<file path="src/rtl/fp_align_add_if.sv">
// Operand/result handshake bundle for the single-precision align-and-add stage.
// The slave modport is the adder's view; the master modport is the driver's.
interface fp_align_add_if;
  logic        in_valid;
  logic        in_ready;
  logic [31:0] a;
  logic [31:0] b;
  logic        op;
  logic        out_valid;
  logic        out_ready;
  logic [24:0] mantissa_temp;
  logic [7:0]  exp;
  logic        sign;

  modport slave (
    input  in_valid, a, b, op, out_ready,
    output in_ready, out_valid, mantissa_temp, exp, sign
  );

  modport master (
    output in_valid, a, b, op, out_ready,
    input  in_ready, out_valid, mantissa_temp, exp, sign
  );
endinterface

</file>
<file path="src/rtl/fp_align_add.sv">
// Three-stage IEEE-754 single-precision unpack/align/add front end. Produces the
// unnormalized magnitude, larger exponent and sign for a following normalizer.
module fp_align_add (
  input  logic          clk,
  input  logic          rst,
  fp_align_add_if.slave bus
);

  logic        w_en;

  logic [7:0]  w_a_exp, w_b_exp;
  logic [23:0] w_a_mant, w_b_mant;
  logic        w_a_sign, w_b_sign;
  logic        w_a_is_l;
  logic [7:0]  w_l_exp, w_s_exp;
  logic [23:0] w_l_mant, w_s_mant;
  logic        w_l_sign, w_s_sign;

  logic        r_s1_valid;
  logic [23:0] r_s1_l_mant, r_s1_s_mant;
  logic [7:0]  r_s1_l_exp, r_s1_diff;
  logic        r_s1_l_sign, r_s1_sub;

  logic [23:0] w_s2_aligned;
  logic        r_s2_valid;
  logic [23:0] r_s2_l_mant, r_s2_s_mant;
  logic [7:0]  r_s2_l_exp;
  logic        r_s2_l_sign, r_s2_sub;

  logic [24:0] w_sum;
  logic        r_out_valid;
  logic [24:0] r_mant;
  logic [7:0]  r_exp;
  logic        r_sign;

  // The whole pipe freezes only when a result is waiting and not being taken.
  assign w_en         = !(r_out_valid && !bus.out_ready);
  assign bus.in_ready = w_en;

  // Denormals flush to zero: no hidden bit and fraction ignored.
  assign w_a_exp  = bus.a[30:23];
  assign w_b_exp  = bus.b[30:23];
  assign w_a_mant = (w_a_exp != 8'd0) ? {1'b1, bus.a[22:0]} : 24'd0;
  assign w_b_mant = (w_b_exp != 8'd0) ? {1'b1, bus.b[22:0]} : 24'd0;
  assign w_a_sign = bus.a[31];
  assign w_b_sign = bus.b[31] ^ bus.op;

  assign w_a_is_l = {w_a_exp, w_a_mant[22:0]} >= {w_b_exp, w_b_mant[22:0]};
  assign w_l_exp  = w_a_is_l ? w_a_exp  : w_b_exp;
  assign w_s_exp  = w_a_is_l ? w_b_exp  : w_a_exp;
  assign w_l_mant = w_a_is_l ? w_a_mant : w_b_mant;
  assign w_s_mant = w_a_is_l ? w_b_mant : w_a_mant;
  assign w_l_sign = w_a_is_l ? w_a_sign : w_b_sign;
  assign w_s_sign = w_a_is_l ? w_b_sign : w_a_sign;

  assign w_s2_aligned = (r_s1_diff >= 8'd24) ? 24'd0 : (r_s1_s_mant >> r_s1_diff);

  // Subtraction never underflows because L has the larger magnitude.
  assign w_sum = r_s2_sub ? ({1'b0, r_s2_l_mant} - {1'b0, r_s2_s_mant})
                          : ({1'b0, r_s2_l_mant} + {1'b0, r_s2_s_mant});

  always_ff @(posedge clk) begin
    if (rst) begin
      r_s1_valid  <= 1'b0;
      r_s1_l_mant <= '0;
      r_s1_s_mant <= '0;
      r_s1_l_exp  <= '0;
      r_s1_diff   <= '0;
      r_s1_l_sign <= 1'b0;
      r_s1_sub    <= 1'b0;
      r_s2_valid  <= 1'b0;
      r_s2_l_mant <= '0;
      r_s2_s_mant <= '0;
      r_s2_l_exp  <= '0;
      r_s2_l_sign <= 1'b0;
      r_s2_sub    <= 1'b0;
      r_out_valid <= 1'b0;
      r_mant      <= '0;
      r_exp       <= '0;
      r_sign      <= 1'b0;
    end else if (w_en) begin
      r_s1_valid  <= bus.in_valid;
      r_s1_l_mant <= w_l_mant;
      r_s1_s_mant <= w_s_mant;
      r_s1_l_exp  <= w_l_exp;
      r_s1_diff   <= w_l_exp - w_s_exp;
      r_s1_l_sign <= w_l_sign;
      r_s1_sub    <= w_l_sign ^ w_s_sign;

      r_s2_valid  <= r_s1_valid;
      r_s2_l_mant <= r_s1_l_mant;
      r_s2_s_mant <= w_s2_aligned;
      r_s2_l_exp  <= r_s1_l_exp;
      r_s2_l_sign <= r_s1_l_sign;
      r_s2_sub    <= r_s1_sub;

      r_out_valid <= r_s2_valid;
      r_mant      <= w_sum;
      r_exp       <= r_s2_l_exp;
      r_sign      <= (w_sum == 25'd0) ? 1'b0 : r_s2_l_sign;
    end
  end

  assign bus.out_valid     = r_out_valid;
  assign bus.mantissa_temp = r_mant;
  assign bus.exp           = r_exp;
  assign bus.sign          = r_sign;

endmodule
</file>
<file path="src/flat_wrapper.sv">
// flat-port wrapper written by rule: the top's interface ports become plain ports
module fp_align_add_flat 
  (clk, rst, bus_in_valid, bus_a, bus_b, bus_op, bus_out_ready, bus_in_ready, bus_out_valid, bus_mantissa_temp, bus_exp, bus_sign);
  fp_align_add_if bus_i ();
  input  logic clk;
  input  logic rst;
  input wire logic [$bits(bus_i.in_valid)-1:0] bus_in_valid;
  input wire logic [$bits(bus_i.a)-1:0] bus_a;
  input wire logic [$bits(bus_i.b)-1:0] bus_b;
  input wire logic [$bits(bus_i.op)-1:0] bus_op;
  input wire logic [$bits(bus_i.out_ready)-1:0] bus_out_ready;
  output wire logic [$bits(bus_i.in_ready)-1:0] bus_in_ready;
  output wire logic [$bits(bus_i.out_valid)-1:0] bus_out_valid;
  output wire logic [$bits(bus_i.mantissa_temp)-1:0] bus_mantissa_temp;
  output wire logic [$bits(bus_i.exp)-1:0] bus_exp;
  output wire logic [$bits(bus_i.sign)-1:0] bus_sign;
  assign bus_i.in_valid = bus_in_valid;
  assign bus_i.a = bus_a;
  assign bus_i.b = bus_b;
  assign bus_i.op = bus_op;
  assign bus_i.out_ready = bus_out_ready;
  assign bus_in_ready = bus_i.in_ready;
  assign bus_out_valid = bus_i.out_valid;
  assign bus_mantissa_temp = bus_i.mantissa_temp;
  assign bus_exp = bus_i.exp;
  assign bus_sign = bus_i.sign;
  fp_align_add u_core (.clk(clk), .rst(rst), .bus(bus_i));
endmodule
</file>
<file path="config.mk">
export PLATFORM = sky130hd
export DESIGN_NAME = fp_align_add_flat
export DESIGN_NICKNAME = d
export VERILOG_FILES = /design/src/rtl/fp_align_add_if.sv /design/src/rtl/fp_align_add.sv /design/src/flat_wrapper.sv
export SDC_FILE = /design/constraint.sdc
export NUM_CORES = 1
export LEC_CHECK = 0
export CORE_ASPECT_RATIO = 0.6
export CORE_MARGIN = 10
export CORE_UTILIZATION = 50
export CTS_CLUSTER_DIAMETER = 50
export DETAILED_ROUTE_END_ITERATION = 8
export HOLD_SLACK_MARGIN = 0.06
export PLACE_DENSITY_LB_ADDON = 0.05
export SKIP_CTS_REPAIR_TIMING = 1
export SLEW_MARGIN = 20
export SYNTH_ARGS = -nofsm -noshare
export SYNTH_HDL_FRONTEND = slang
export SYNTH_SLANG_ARGS = --single-unit
</file>
<file path="constraint.sdc">
create_clock -name clk -period 4.8 [get_ports clk]
set_clock_uncertainty 0.2 [all_clocks]
set_input_delay 0.96 -clock clk [delete_from_list [all_inputs] [get_ports clk]]
set_output_delay 0.96 -clock clk [all_outputs]
set_load 0.05 [all_outputs]
</file>
==> impl_metrics.tcl <==
set metrics [dict create \
    asyncSetResetFlopFracSynth_pct 0 \
    critical_path.startpoint "bus_a[28]" \
    die_area_sq_um 26290 \
    setup_viol 0 \
    drt-wirelength-per-cell_um 17.88 \
    cts-buffers-inserted 17 \
    chip_height_um 129.7 \
    synthFlopType "sky130_fd_sc_hd__dfxtp_1" \
    cts_htree_levels 4 \
    layout-drive-gt1-share_pct 13.56 \
    drc 0 \
    met1Wirelength_mm 15.53 \
    place.detailed.instances 1724 \
    root_buffer "sky130_fd_sc_hd__clkbuf_16" \
    timing_max_transition_violations_final 0 \
    core_area_sq_um 19370 \
    routed_via_density 5.851 \
    synth.top_cells.by_area "sky130_fd_sc_hd__dfxtp_1 (32%), sky130_fd_sc_hd__nand2_1 (7.7%), sky130_fd_sc_hd__ha_1 (7.0%)" \
    routed-via-count 10280 \
    yosys_register_bits 161 \
    pin_count_of_the_biggest_net_entering_global_routing 108 \
    timing.setup.critical_path_class "input port to flip-flop" \
    worst-slew-pin-transition_ns 0.9847 \
    worstHoldPathType "flip-flop to flip-flop" \
    cts_tree "yes" \
    finalWeightedCongestion 0.9570 \
    timing.critical_path.arrival_ns 4.73 \
    dr_iter_0_viols 872 \
    die-width_um 202.8 \
    combined_area_of_the_multi_input_logic_cells_sq_um 6427 \
    p_per_area_nw_per_um2 481.1 \
    dr.max_layer_used "met4" \
    postSynthAreaPerCell_sq_um 7.558 \
    worstReg2RegStart "u_core.r_s2_s_mant[2]$_SDFFE_PP0N_" \
    max-clock-path-buffers 2 \
    critical_path_capture_point_type "flip-flop" \
    max_slew_margin_pct 34.26 \
    post_layout_nonfiller_instances 1756 \
    grt_use_total_pct 23.35 \
    crit_path_max_fanout 21 \
    drt_wl_total_mm 31.39 \
    critPathRequiredTime_ns 4.90 \
    outcome "finished clean" \
    area.sequential_sq_um 3223 \
    yosys_warnings 0 \
    placement.io_buffers 104 \
    synth_top_area_cell "sky130_fd_sc_hd__dfxtp_1" \
    antennaDiodeCount 0 \
    detailroute.wirelength.met3_mm 2.549 \
    seq_area_frac_synth_pct 32.16 \
    std_cell_rows 39 \
    global_route_wire_length_before_repair_mm 50.12 \
    fin_nets 1603 \
    cp-start-kind "input port" \
    grt.overflow.total 0 \
    clk_latency_ns 0.43 \
    synth.lib_cells_used.distinct 66 \
    netlist.area_leader.share_pct 32.16 \
    worst_ir_drop_vdd_mv 0.3760 \
    achievable-frequency_ghz 0.2155 \
    cap_violations 0 \
    met2WireLength_mm 13.02 \
    ratio_of_final_minimum_period_to_clock_period_pct 96.66 \
    synth_fp_nets 1452 \
    cts.clk_slew.worst_paths_ns 0.07 \
    drt_first_pass_iters 5 \
    finalCoreUtilization_pct 65.43 \
    synth-edff-count 0 \
    initial_utilization_pct 51.73 \
    final.fill_count 1757 \
    cellLeakagePower_nw 5.130 \
    drt.antenna.violating_nets 0 \
    period_minus_slack_ns 4.640 \
    report.final.hold_viol_count 0 \
    boundary_pin_count 105 \
    place.detailed.hpwl_mm 23.90 \
    grt_antenna_before_repair 0 \
    areaGrowthSynthToFinish_pct 26.47 \
    syn-instance-count 1326 \
    worstHoldStart "u_core.bus.mantissa_temp[15]$_SDFFE_PP0N_" \
    cts_sinks 161 \
    synth_area_sq_um 10020 \
    first_global_vias 9365 \
]
metrics by stage:
step	setup WS, ns	total power, mW	setup TNS [ns]	hold slack, ns	area (sq um)
6_report	0.1604	6.098	0	0.2499	12670
5_1_grt	-0.005850	6.433	-0.005850	0.2723	12670
4_1_cts	0.02488	6.002	0	0.2520	12580
3_5_place_dp	-0.4510	4.667	-14.45	0.2443	12010
3_3_place_gp	-0.3003	4.624	-10.00	0.2376	12010
2_1_floorplan	0.3303	3.601	0	0.2319	10020
cell families (layout without fill, tap and decap cells):
family	count (synthesis)	in the layout	synth area share [%]
adders and majority gates	57	57	7.191
and+or+nand+nor	514	514	22.21
buffers and inverters	124	288	4.657
xor gates and xnor gates	43	43	3.758
DFF	161	161	32.16
muxes	31	31	4.744
AOI/OAI and AO/OA	396	396	25.28
path summary, 6_finish.rpt:
| path | endpoint | slack, ns | cells past startpoint |
|---|---|---|---|
| worst max-delay path | u_core.r_s1_diff[6]$_SDFFE_PP0N_ | 0.16 | 15 |
| worst min-delay path | u_core.bus.mantissa_temp[15]$_SDFFE_PP0N_ | 0.25 | 2 |
| worst max register to register | u_core.bus.sign$_SDFFE_PP0N_ | 0.21 | 16 |
| worst min register to register | u_core.bus.mantissa_temp[15]$_SDFFE_PP0N_ | 0.25 | 2 |
synthesized netlist by cell type, drive strengths merged (5+ instances only):
cell type,number
ha,56
nor4,11
mux2i,10
a21oi,138
nand3b,5
nor3,16
nand2,206
o31a,5
a21o,7
mux4,12
nand4,11
dfxtp,161
inv,28
mux2,9
a31oi,17
nor2b,6
or4,5
o21a,10
a22oi,25
and2,25
a211oi,41
o211ai,6
o22ai,16
a311oi,35
nand3,30
clkbuf,93
xnor2,34
xor2,9
a221oi,5
nor2,183
o21ai,67
per-layer routing:
metal,up-vias,global-route usage [%]
met4,0,3.974
met1,4840,33.53
met2,333,34.94
met5,-,0
met3,21,5.849
li1,5081,-
flip-flops by register name, summed over array words and instances (netlist names):
name / cells
u_core.r_s2_s_mant: 24
u_core.r_s1_l_sign: 1
u_core.r_s2_sub: 1
u_core.bus.out_valid: 1
u_core.r_s1_sub: 1
u_core.r_s2_l_exp: 8
u_core.r_s1_valid: 1
u_core.r_s1_l_exp: 8
u_core.r_s2_l_sign: 1
u_core.r_s1_diff: 8
u_core.r_s1_s_mant: 24
u_core.r_s2_valid: 1
u_core.bus.mantissa_temp: 25
u_core.r_s2_l_mant: 24
u_core.bus.exp: 8
u_core.bus.sign: 1
u_core.r_s1_l_mant: 24
cell usage in the layout, fill, tap and decap left out, types with 5 or more instances in the layout:
master	count
sky130_fd_sc_hd__nand2_1	206
sky130_fd_sc_hd__nor2_1	182
sky130_fd_sc_hd__dfxtp_1	161
sky130_fd_sc_hd__a21oi_1	138
sky130_fd_sc_hd__buf_4	120
sky130_fd_sc_hd__clkdlybuf4s50_1	103
sky130_fd_sc_hd__o21ai_0	62
sky130_fd_sc_hd__ha_1	56
sky130_fd_sc_hd__a211oi_1	41
sky130_fd_sc_hd__a311oi_1	35
sky130_fd_sc_hd__xnor2_1	34
sky130_fd_sc_hd__nand3_1	30
sky130_fd_sc_hd__inv_1	27
sky130_fd_sc_hd__and2_1	25
sky130_fd_sc_hd__a22oi_1	25
sky130_fd_sc_hd__clkbuf_16	17
sky130_fd_sc_hd__o22ai_1	16
sky130_fd_sc_hd__nor3_1	15
sky130_fd_sc_hd__a31oi_1	15
sky130_fd_sc_hd__mux4_2	12
sky130_fd_sc_hd__nand4_1	11
sky130_fd_sc_hd__mux2i_1	10
sky130_fd_sc_hd__o21a_1	10
sky130_fd_sc_hd__xor2_1	9
sky130_fd_sc_hd__mux2_2	8
sky130_fd_sc_hd__a21o_1	7
sky130_fd_sc_hd__nor4_1	6
sky130_fd_sc_hd__o211ai_1	6
sky130_fd_sc_hd__nand3b_1	5
sky130_fd_sc_hd__nor2b_1	5
sky130_fd_sc_hd__inv_6	5
sky130_fd_sc_hd__o31a_1	5
critical path: stages:
cell,delay [ns]
sky130_fd_sc_hd__clkdlybuf4s50_1,0.47
sky130_fd_sc_hd__nor4_4,0.34
sky130_fd_sc_hd__nand2_1,0.15
sky130_fd_sc_hd__buf_12,0.18
sky130_fd_sc_hd__and2_1,0.17
sky130_fd_sc_hd__ha_1,0.30
sky130_fd_sc_hd__nand4_1,0.21
sky130_fd_sc_hd__or4_4,0.55
sky130_fd_sc_hd__a31oi_4,0.22
sky130_fd_sc_hd__nor2_4,0.05
sky130_fd_sc_hd__mux2_4,0.31
sky130_fd_sc_hd__a31oi_2,0.21
sky130_fd_sc_hd__nand3_1,0.15
sky130_fd_sc_hd__a2111oi_2,0.34
sky130_fd_sc_hd__o41ai_1,0.11
where the power goes:
group,internal (mW),switching [mW],total (mW)
logic,1.24,1.85,3.09
clock network,0.730,0.605,1.33
registers,1.52,0.151,1.67
final cells by class:
class / count / share of cell area (%)
Sequential cell: 161 / 25.43
Clock inverter: 15 / 1.175
Clock buffer: 17 / 3.356
Inverter: 29 / 0.8983
Timing Repair Buffer: 227 / 15.80
Multi-Input combinational cell: 1041 / 50.71
Tap cell: 266 / 2.626
(Power assumes the default switching activity.)
